## src/rtl/bor_por_puc.sv

```systemverilog
// Reset-event generator at the head of the interrupt priority chain.
// Holds a reset request while RSTn is low or still settling, debounces the
// release, and latches the bootstrap-loader entry decision from TEST pin
// activity seen while RSTn was low. When idle, it passes the downstream
// vector index and the acknowledge straight through.
module bor_por_puc #(
  parameter logic [5:0] RESET_IDX = 6'h3F,
  parameter int         DEBOUNCE  = 8,
  parameter int         CNT_W     = 4
) (
  input  logic       MCLK,
  input  logic       rst,
  input  logic       RSTn,
  input  logic       TEST,
  input  logic       INTACKin,
  input  logic [5:0] IntAddrthru,
  output logic       req,
  output logic       INTACKthru,
  output logic       BSLenter,
  output logic [5:0] IntAddrout
);

  // Counter value on which the last required clean high sample arrives.
  localparam logic [CNT_W-1:0] CNT_LAST = CNT_W'(DEBOUNCE - 1);

  logic             rstn_q;
  logic             test_q;
  logic [CNT_W-1:0] cnt;
  logic [1:0]       tcnt;

  logic rstn_rise;
  logic rstn_fall;
  logic test_rise;

  // Edge detection against the one-stage pin samples.
  always_comb begin
    rstn_rise = RSTn & ~rstn_q;
    rstn_fall = ~RSTn & rstn_q;
    test_rise = TEST & ~test_q;
  end

  // Pin samples: reset values make the first cycle look like RSTn high, TEST low.
  always_ff @(posedge MCLK) begin
    if (rst) begin
      rstn_q <= 1'b1;
      test_q <= 1'b0;
    end else begin
      rstn_q <= RSTn;
      test_q <= TEST;
    end
  end

  // Reset request and debounce: any low sample restarts the count, so req
  // releases only after DEBOUNCE consecutive high samples.
  always_ff @(posedge MCLK) begin
    if (rst) begin
      req <= 1'b1;
      cnt <= '0;
    end else if (!RSTn) begin
      req <= 1'b1;
      cnt <= '0;
    end else if (req) begin
      if (cnt == CNT_LAST) begin
        req <= 1'b0;
        cnt <= '0;
      end else begin
        cnt <= cnt + 1'b1;
      end
    end
  end

  // TEST rising-edge count while RSTn is held low; cleared when RSTn falls.
  always_ff @(posedge MCLK) begin
    if (rst) begin
      tcnt <= 2'd0;
    end else if (rstn_fall) begin
      tcnt <= 2'd0;
    end else if (!rstn_q && test_rise && (tcnt != 2'd2)) begin
      tcnt <= tcnt + 2'd1;
    end
  end

  // BSL decision at the RSTn rising edge; held until the next decision.
  always_ff @(posedge MCLK) begin
    if (rst) begin
      BSLenter <= 1'b0;
    end else if (rstn_rise) begin
      BSLenter <= (tcnt == 2'd2) && TEST;
    end
  end

  // Chain outputs: reset vector overrides lower-priority sources, and the
  // acknowledge is consumed here while the reset request is pending.
  always_comb begin
    IntAddrout = req ? RESET_IDX : IntAddrthru;
    INTACKthru = INTACKin & ~req;
  end

endmodule

```

## config.mk

```make
export PLATFORM = sky130hd
export DESIGN_NAME = bor_por_puc
export DESIGN_NICKNAME = d
export VERILOG_FILES = /design/src/rtl/bor_por_puc.sv
export SDC_FILE = /design/constraint.sdc
export NUM_CORES = 1
export LEC_CHECK = 0
export ABC_AREA = 1
export CELL_PAD_IN_SITES_DETAIL_PLACEMENT = 1
export CELL_PAD_IN_SITES_GLOBAL_PLACEMENT = 1
export CORE_AREA = 2 2 39 41
export CTS_CLUSTER_DIAMETER = 200
export DETAILED_ROUTE_END_ITERATION = 10
export DIE_AREA = 0 0 41 43
export DONT_BUFFER_PORTS = 1
export PLACE_DENSITY = 0.76
export SLEW_MARGIN = 10
export SYNTH_ARGS = -nofsm -noshare
export SYNTH_HDL_FRONTEND = slang
export SYNTH_SLANG_ARGS = --single-unit
```

## constraint.sdc

```tcl
create_clock -name MCLK -period 3.2 [get_ports MCLK]
set_input_delay 0.32 -clock MCLK [delete_from_list [all_inputs] [get_ports MCLK]]
set_output_delay 0.32 -clock MCLK [all_outputs]
set_load 0.02 [all_outputs]
```

==> flow_summary.rst <==
.. list-table::
   :header-rows: 1

   * - Metric
     - Value
   * - Buffers and inverters on the worst path
     - 0
   * - Worst-case vdd ir drop
     - about 0.22 mV
   * - Placer congestion estimate
     - between 0.5 and 0.6
   * - Sequential standard cell area
     - around 200 µm²
   * - Overall routed net length
     - between 800 and 900 µm
   * - Most common cell in the synthesized netlist
     - nand2_1
   * - Post-placement worst setup slack
     - 1880 ps
   * - Number of DRC markers after the initial detailed-route iteration
     - 9
   * - Data required time at the worst endpoint
     - around 2900 ps
   * - Synth cell types
     - 17
   * - Type of the worst setup path
     - register to output pin
   * - DR pass1 iterations
     - 3
   * - # resized after CTS
     - 0
   * - Number of cells on the critical path
     - 1
   * - CTS root buffer
     - clkbuf_4
   * - Number of nets in the synthesized netlist
     - 77
   * - Slew Viols, Final
     - 0
   * - Combinational family with the most area after synthesis
     - simple AND/OR/NAND/NOR gates
   * - Post-CTS setup repair buffer count
     - 0
   * - Slowest cell on the critical path
     - dfxtp_1
   * - Startpoint type of the worst setup path
     - register
   * - Number of buffers added by the clock tree synthesis step
     - 3
   * - Mean instance size in the synthesized netlist
     - 7.62 µm²
   * - Worst hold-check path type
     - input port to register
   * - Pin count of the biggest net entering global routing
     - 15
   * - Top-area cell type share of the netlist area
     - around 41%
   * - Worst path setup slack after routing
     - roughly 1600 ps
   * - Critical path origin
     - req
   * - Depth of the worst register-to-register path
     - 5
   * - Most area-consuming cells after synthesis
     - dfxtp_1, or2_1, nand2_1, inv_1, nor2_1
   * - Initial core utilization
     - approximately a third
   * - Clock tree from TritonCTS
     - built
   * - Number of cells traversed by the worst hold path
     - 1
   * - Hold Fails Final Rpt
     - 0
   * - Average via count per standard cell
     - approximately 4.9
   * - Total setup violations reported at the end of the flow
     - 0
   * - Run status
     - completed
   * - Layout cell share with drive strength beyond 1
     - 15.2%
   * - Number of synthesized register bits
     - 10
   * - Sequential area share after synthesis
     - around 41%
   * - Post-detail-place hpwl
     - around 740 µm
   * - Mean routed wirelength per cell
     - about 11 µm
   * - Share of the cycle needed by the critical path after routing
     - between 40% and 50%
   * - Total overflow reported by the global router
     - 0
   * - Final antenna diode count
     - 0
   * - Wire length of the first global-routing pass
     - 1410 µm
   * - Horizontal die dimension
     - 41 µm
   * - Most used DFF post-synth
     - dfxtp_1
   * - Share of synthesized registers carrying an async set or reset
     - 0%
   * - Capturing point of the worst reg2reg path
     - cnt[3]
   * - Mux contribution to synthesized area
     - 0%
   * - Total routing usage reported by global routing
     - around 12%
   * - Adder and majority cell fraction of the synthesized area
     - about 5.1%
   * - Power density relative to cell area
     - between 400 and 500 nW/µm²
   * - Placement-stage cell area
     - ~500 µm²
   * - Post-layout min period
     - roughly 1600 ps
   * - Delay of the slowest critical-path stage
     - between 600 and 700 ps
   * - Total area of multi-input combinational cells
     - between 200 and 300 µm²
   * - # IOs
     - 20
   * - Reg clk slew, reported paths
     - 60 ps
   * - Gate family responsible for the most delay along the worst path
     - flip-flops
   * - Y dimension of the die
     - 43 µm
   * - Vias after detailed routing
     - about 400
   * - Total of hold buffers inserted after clock tree synthesis
     - 0
   * - Compound-gate portion of the synthesized area
     - 14.4%
   * - Library cell with the largest summed area after synthesis
     - dfxtp_1
   * - Final core utilization
     - about 38%
   * - Post-route cell area
     - approximately 520 µm²
   * - RR Startpoint
     - req
   * - Leading post-synthesis cells by instance count
     - nand2_1, dfxtp_1, inv_1, nor2_1, or2_1
   * - Arrival time reported for the critical path endpoint
     - around 1300 ps
   * - Area share of and/or/nand/nor cells after synthesis
     - about a third
   * - Post-Syn Area
     - approximately 490 µm²
   * - Antenna-violating nets left
     - 0
   * - Standard-cell row count
     - 14
   * - Sum Neg Setup Slack
     - 0 ps
   * - Maximum fanout encountered on the critical timing path
     - 14
   * - Max-cap violations
     - 0
   * - Count of mapped cells out of synthesis
     - between 60 and 70
   * - Die outline area
     - roughly 1800 µm²
   * - Category of the worst setup path capture point
     - output pin
   * - Number of clock sinks seen by CTS
     - 10
   * - Unrepaired setup endpoints after global routing
     - no
   * - Area delta synth->final
     - 7.18%
   * - Register-to-Register Setup Slack
     - between 1500 and 2000 ps
   * - Number of global-route vias before repair
     - approximately 370
   * - Worst slew pin tran
     - between 500 and 600 ps
   * - Nets
     - slightly above 80
   * - Number of fill cells
     - roughly 180
   * - YS warnings
     - 0
   * - F_max
     - 635 MHz
   * - Crit-path cells
     - or2_1
   * - Leakage power total
     - between 0.15 and 0.2 nW
   * - Worst slew slack as a fraction of its limit
     - 60.9%
   * - Skew final
     - about 2.0 ps
   * - Core area
     - around 1400 µm²
   * - Final Total Pwr
     - 0.226 mW
   * - Timing endpoint of the critical path
     - IntAddrout[4]
   * - Maximum buffer depth of the clock tree
     - 2
   * - Number of buffer cells added on primary ports
     - 0
   * - H-tree levels
     - 1
   * - Skew-Pair Late Insertion Delay
     - roughly 260 ps
   * - EDFF count, synth
     - 0
   * - Initial antenna violation count
     - 0
   * - Drt drc
     - 0
   * - Fraction of synthesized cell area in xor and xnor cells
     - 0%
## logic make-up after synthesis
group / Yosys count
flops: 10
fa+ha+maj: 2
simple gates: 32
buf+inv: 9
compound gates: 11
## stage by stage
step,std cells,hold WS [ps]
2_1_floorplan,64,392
3_3_place_gp,79,394
3_5_place_dp,79,395
4_1_cts,82,111
5_1_grt,82,114
6_report,82,126
## state kept, by name, indices dropped and copies added, names as in the netlist
register  count
rstn_q        1
tcnt          2
test_q        1
cnt           4
BSLenter      1
req           1
## area by class of cell
cell class / instances / share of cell area (%)
clock buffers: 3 / 4.31
inverters: 8 / 5.74
multi-input cells: 45 / 47.8
flip-flops and latches: 10 / 38.3
well taps: 16 / 3.83
## how the worst min path moves through the flow
stage	from	end
after floorplan	rst	test_q
after global placement	rst	test_q
after detailed placement	rst	test_q
after CTS	rst	test_q
after global routing	rst	test_q
final	rst	test_q
## where the power goes
part           total (mW)  switching, mW  internal, mW
Clock              0.0811         0.0379        0.0432
Combinational      0.0152        0.00928       0.00592
Sequential          0.130        0.00235         0.128
## layout by cell type, fill, tap and decap left out
cell type  Yosys  final
o21ai_0        1      1
dfxtp_1       10     10
a21oi_2        2      2
ha_1           2      2
nand4_1        1      1
clkbuf_4       0      3
nand2_1       11     11
nor2_2         1      1
o21ai_1        2      2
nand3_1        4      4
o21ai_2        2      2
inv_1          7      7
nor2_1         7      7
nor2_4         1      1
inv_2          1      1
or2_1          7      7
a21oi_1        4      4
## metal layers
metal	global-route usage, %	vias up	routed length, µm	share of wire [%]
met2	17.5	7	483	54
li1	-	207	-	-
met4	6.00	0	0	0
met5	0	-	0	0
met1	13.8	188	373	41
met3	6.81	0	42	4.7
Note: power is estimated with default switching activity, not from simulation.
==> patch: new RTL, config.mk and constraints unchanged <==
`CNT_W`: 4 -> 5.
--- a/src/rtl/bor_por_puc.sv
+++ b/src/rtl/bor_por_puc.sv
@@ -7,5 +7,5 @@
   parameter logic [5:0] RESET_IDX = 6'h3F,
   parameter int         DEBOUNCE  = 8,
-  parameter int         CNT_W     = 4
+  parameter int         CNT_W     = 5
 ) (
   input  logic       MCLK,
Formal check against the unedited RTL: same outputs for any inputs over 10 cycles, from zero or initial values and one cycle with rst high; that may be too few to reach the edited logic, so the function may still have changed.
==> patch against the original RTL <==
- synthesized area rose by 10%
- worst setup slack improved by 96 ps
- final area rose by 11%
- sequential cell count rose by 1
- largest power group unchanged
- sequential share of layout area fell by 0.26 points
- register-to-register slack got worse by 70 ps
- count of clock-buffer cells in the layout rose by 1
- largest cell class unchanged
- power rose by 14%
- wire length rose by 21%
- sequential power rose by 11%
- cell count rose by 11%
==> patch: results (changes against the original RTL) <==
* Status: finished, final reports clean
* Static leakage at 0.243 nW (+30%)
* Critical path's largest stage delay at 460 ps (-230 ps)
* Sequential area share after synthesis at 40.9% (-0.095 points)
* Final WL at 1090 microns (+21%)
* Worst-path cell with the longest stage delay: dfxtp_1
* Delay-heaviest family, CP: flip-flops
* Ranking of synthesized cells by area: dfxtp_1 41%, or2_2 8.1%, a21oi_1 7.4%
* Pre-CTS setup slack at 1880 ps (-2.37 ps)
* Syn Nets at 85 (+10%)
* Layout fillers at 183 (+1.1%)
* Hold wc startpoint: rst
* Layout Nets at 89 (+9.9%)
* Initial antenna violation count at 0 (unchanged)
* Post-Route Skew at 0.385 ps (-1.58 ps)
* Largest net degree at the start of global routing at 13 (-2)
* Slew @ Worst Pin at 474 ps (-111 ps)
* CP max FO at 12 (-2)
* 1st-iter DRT viols at 0 (-9)
* Post-detail-place hpwl at 891 microns (+20%)
* Share of post-route cells with drive strength above 1 at 22.7% (+7.5 points)
* Placer congestion estimate at 0.683 (+17%)
* Via density per instance at 5.18 (+5.6%)
* Total Routing Usage GR at 15.4% (+3.2 points)
* First-pass GRT wire length at 1810 microns (+28%)
* Top cells by instance count after synthesis: 11 x dfxtp_1, 10 x nand2_1, 10 x nor2_1
* Biggest registers after layout: cnt (5), tcnt (2)
* Maximum vdd drop at 0.000227 V (+5.0%)
* Vias in the first global route at 471 (+26%)
* Netlist cell types at 17 (unchanged)
* Drt pass-1 iters at 1 (-2)
patch: layout make-up:
type	count	area (sq um)	area share (%)
inverter	9	33.8	5.83
sequential	11	220	38.0
multi-input combinational	51	279	48.2
tap	16	20.0	3.46
clock buffer	4	26.3	4.54
patch: cell families (layout without fill, tap and decap cells):
| logic type | count (synthesis) | after routing | synth area share [%] |
|---|---|---|---|
| and+or+nand+nor | 37 | 37 | 34.9 |
| AOI/OAI and AO/OA | 12 | 12 | 12.3 |
| DFF | 11 | 11 | 40.9 |
| buffers and inverters | 10 | 13 | 7.21 |
| adders and majority gates | 2 | 2 | 4.65 |
patch: metrics by stage:
step	utilization [%]	hold WS (ps)	area, sq um	power [mW]	instances
2_1_floorplan	-	392	538	0.160	72
3_3_place_gp	40.0	395	553	0.163	87
3_5_place_dp	40.0	398	553	0.164	87
4_1_cts	41.9	102	579	0.262	91
5_1_grt	41.9	99.2	579	0.272	91
6_report	41.9	111	579	0.258	91
patch: power breakdown:
group          switching (mW)  internal [mW]
combinational         0.00982        0.00639
clock                  0.0498         0.0483
sequential            0.00330          0.141
patch: final timing paths:
check             cells after the start  slack (ps)             to
setup / recovery                      1        1720  IntAddrout[5]
hold / removal                        1         110         test_q
setup reg to reg                      5        1880         cnt[4]
hold reg to reg                       2         490        tcnt[1]
patch: worst register-to-register path: stages, from the launching register on:
cell and delay (ps):
dfxtp_1 620, inv_1 250, nor2_4 180, nand3_1 80, nand2_1 60, nor2_1 30
patch: metal layers:
metal	track usage, %	vias up	routed length (microns)
met5	0	-	0
met4	8.00	0	18
met3	5.24	2	37
met2	27.2	8	597
met1	14.1	226	435
li1	-	235	-
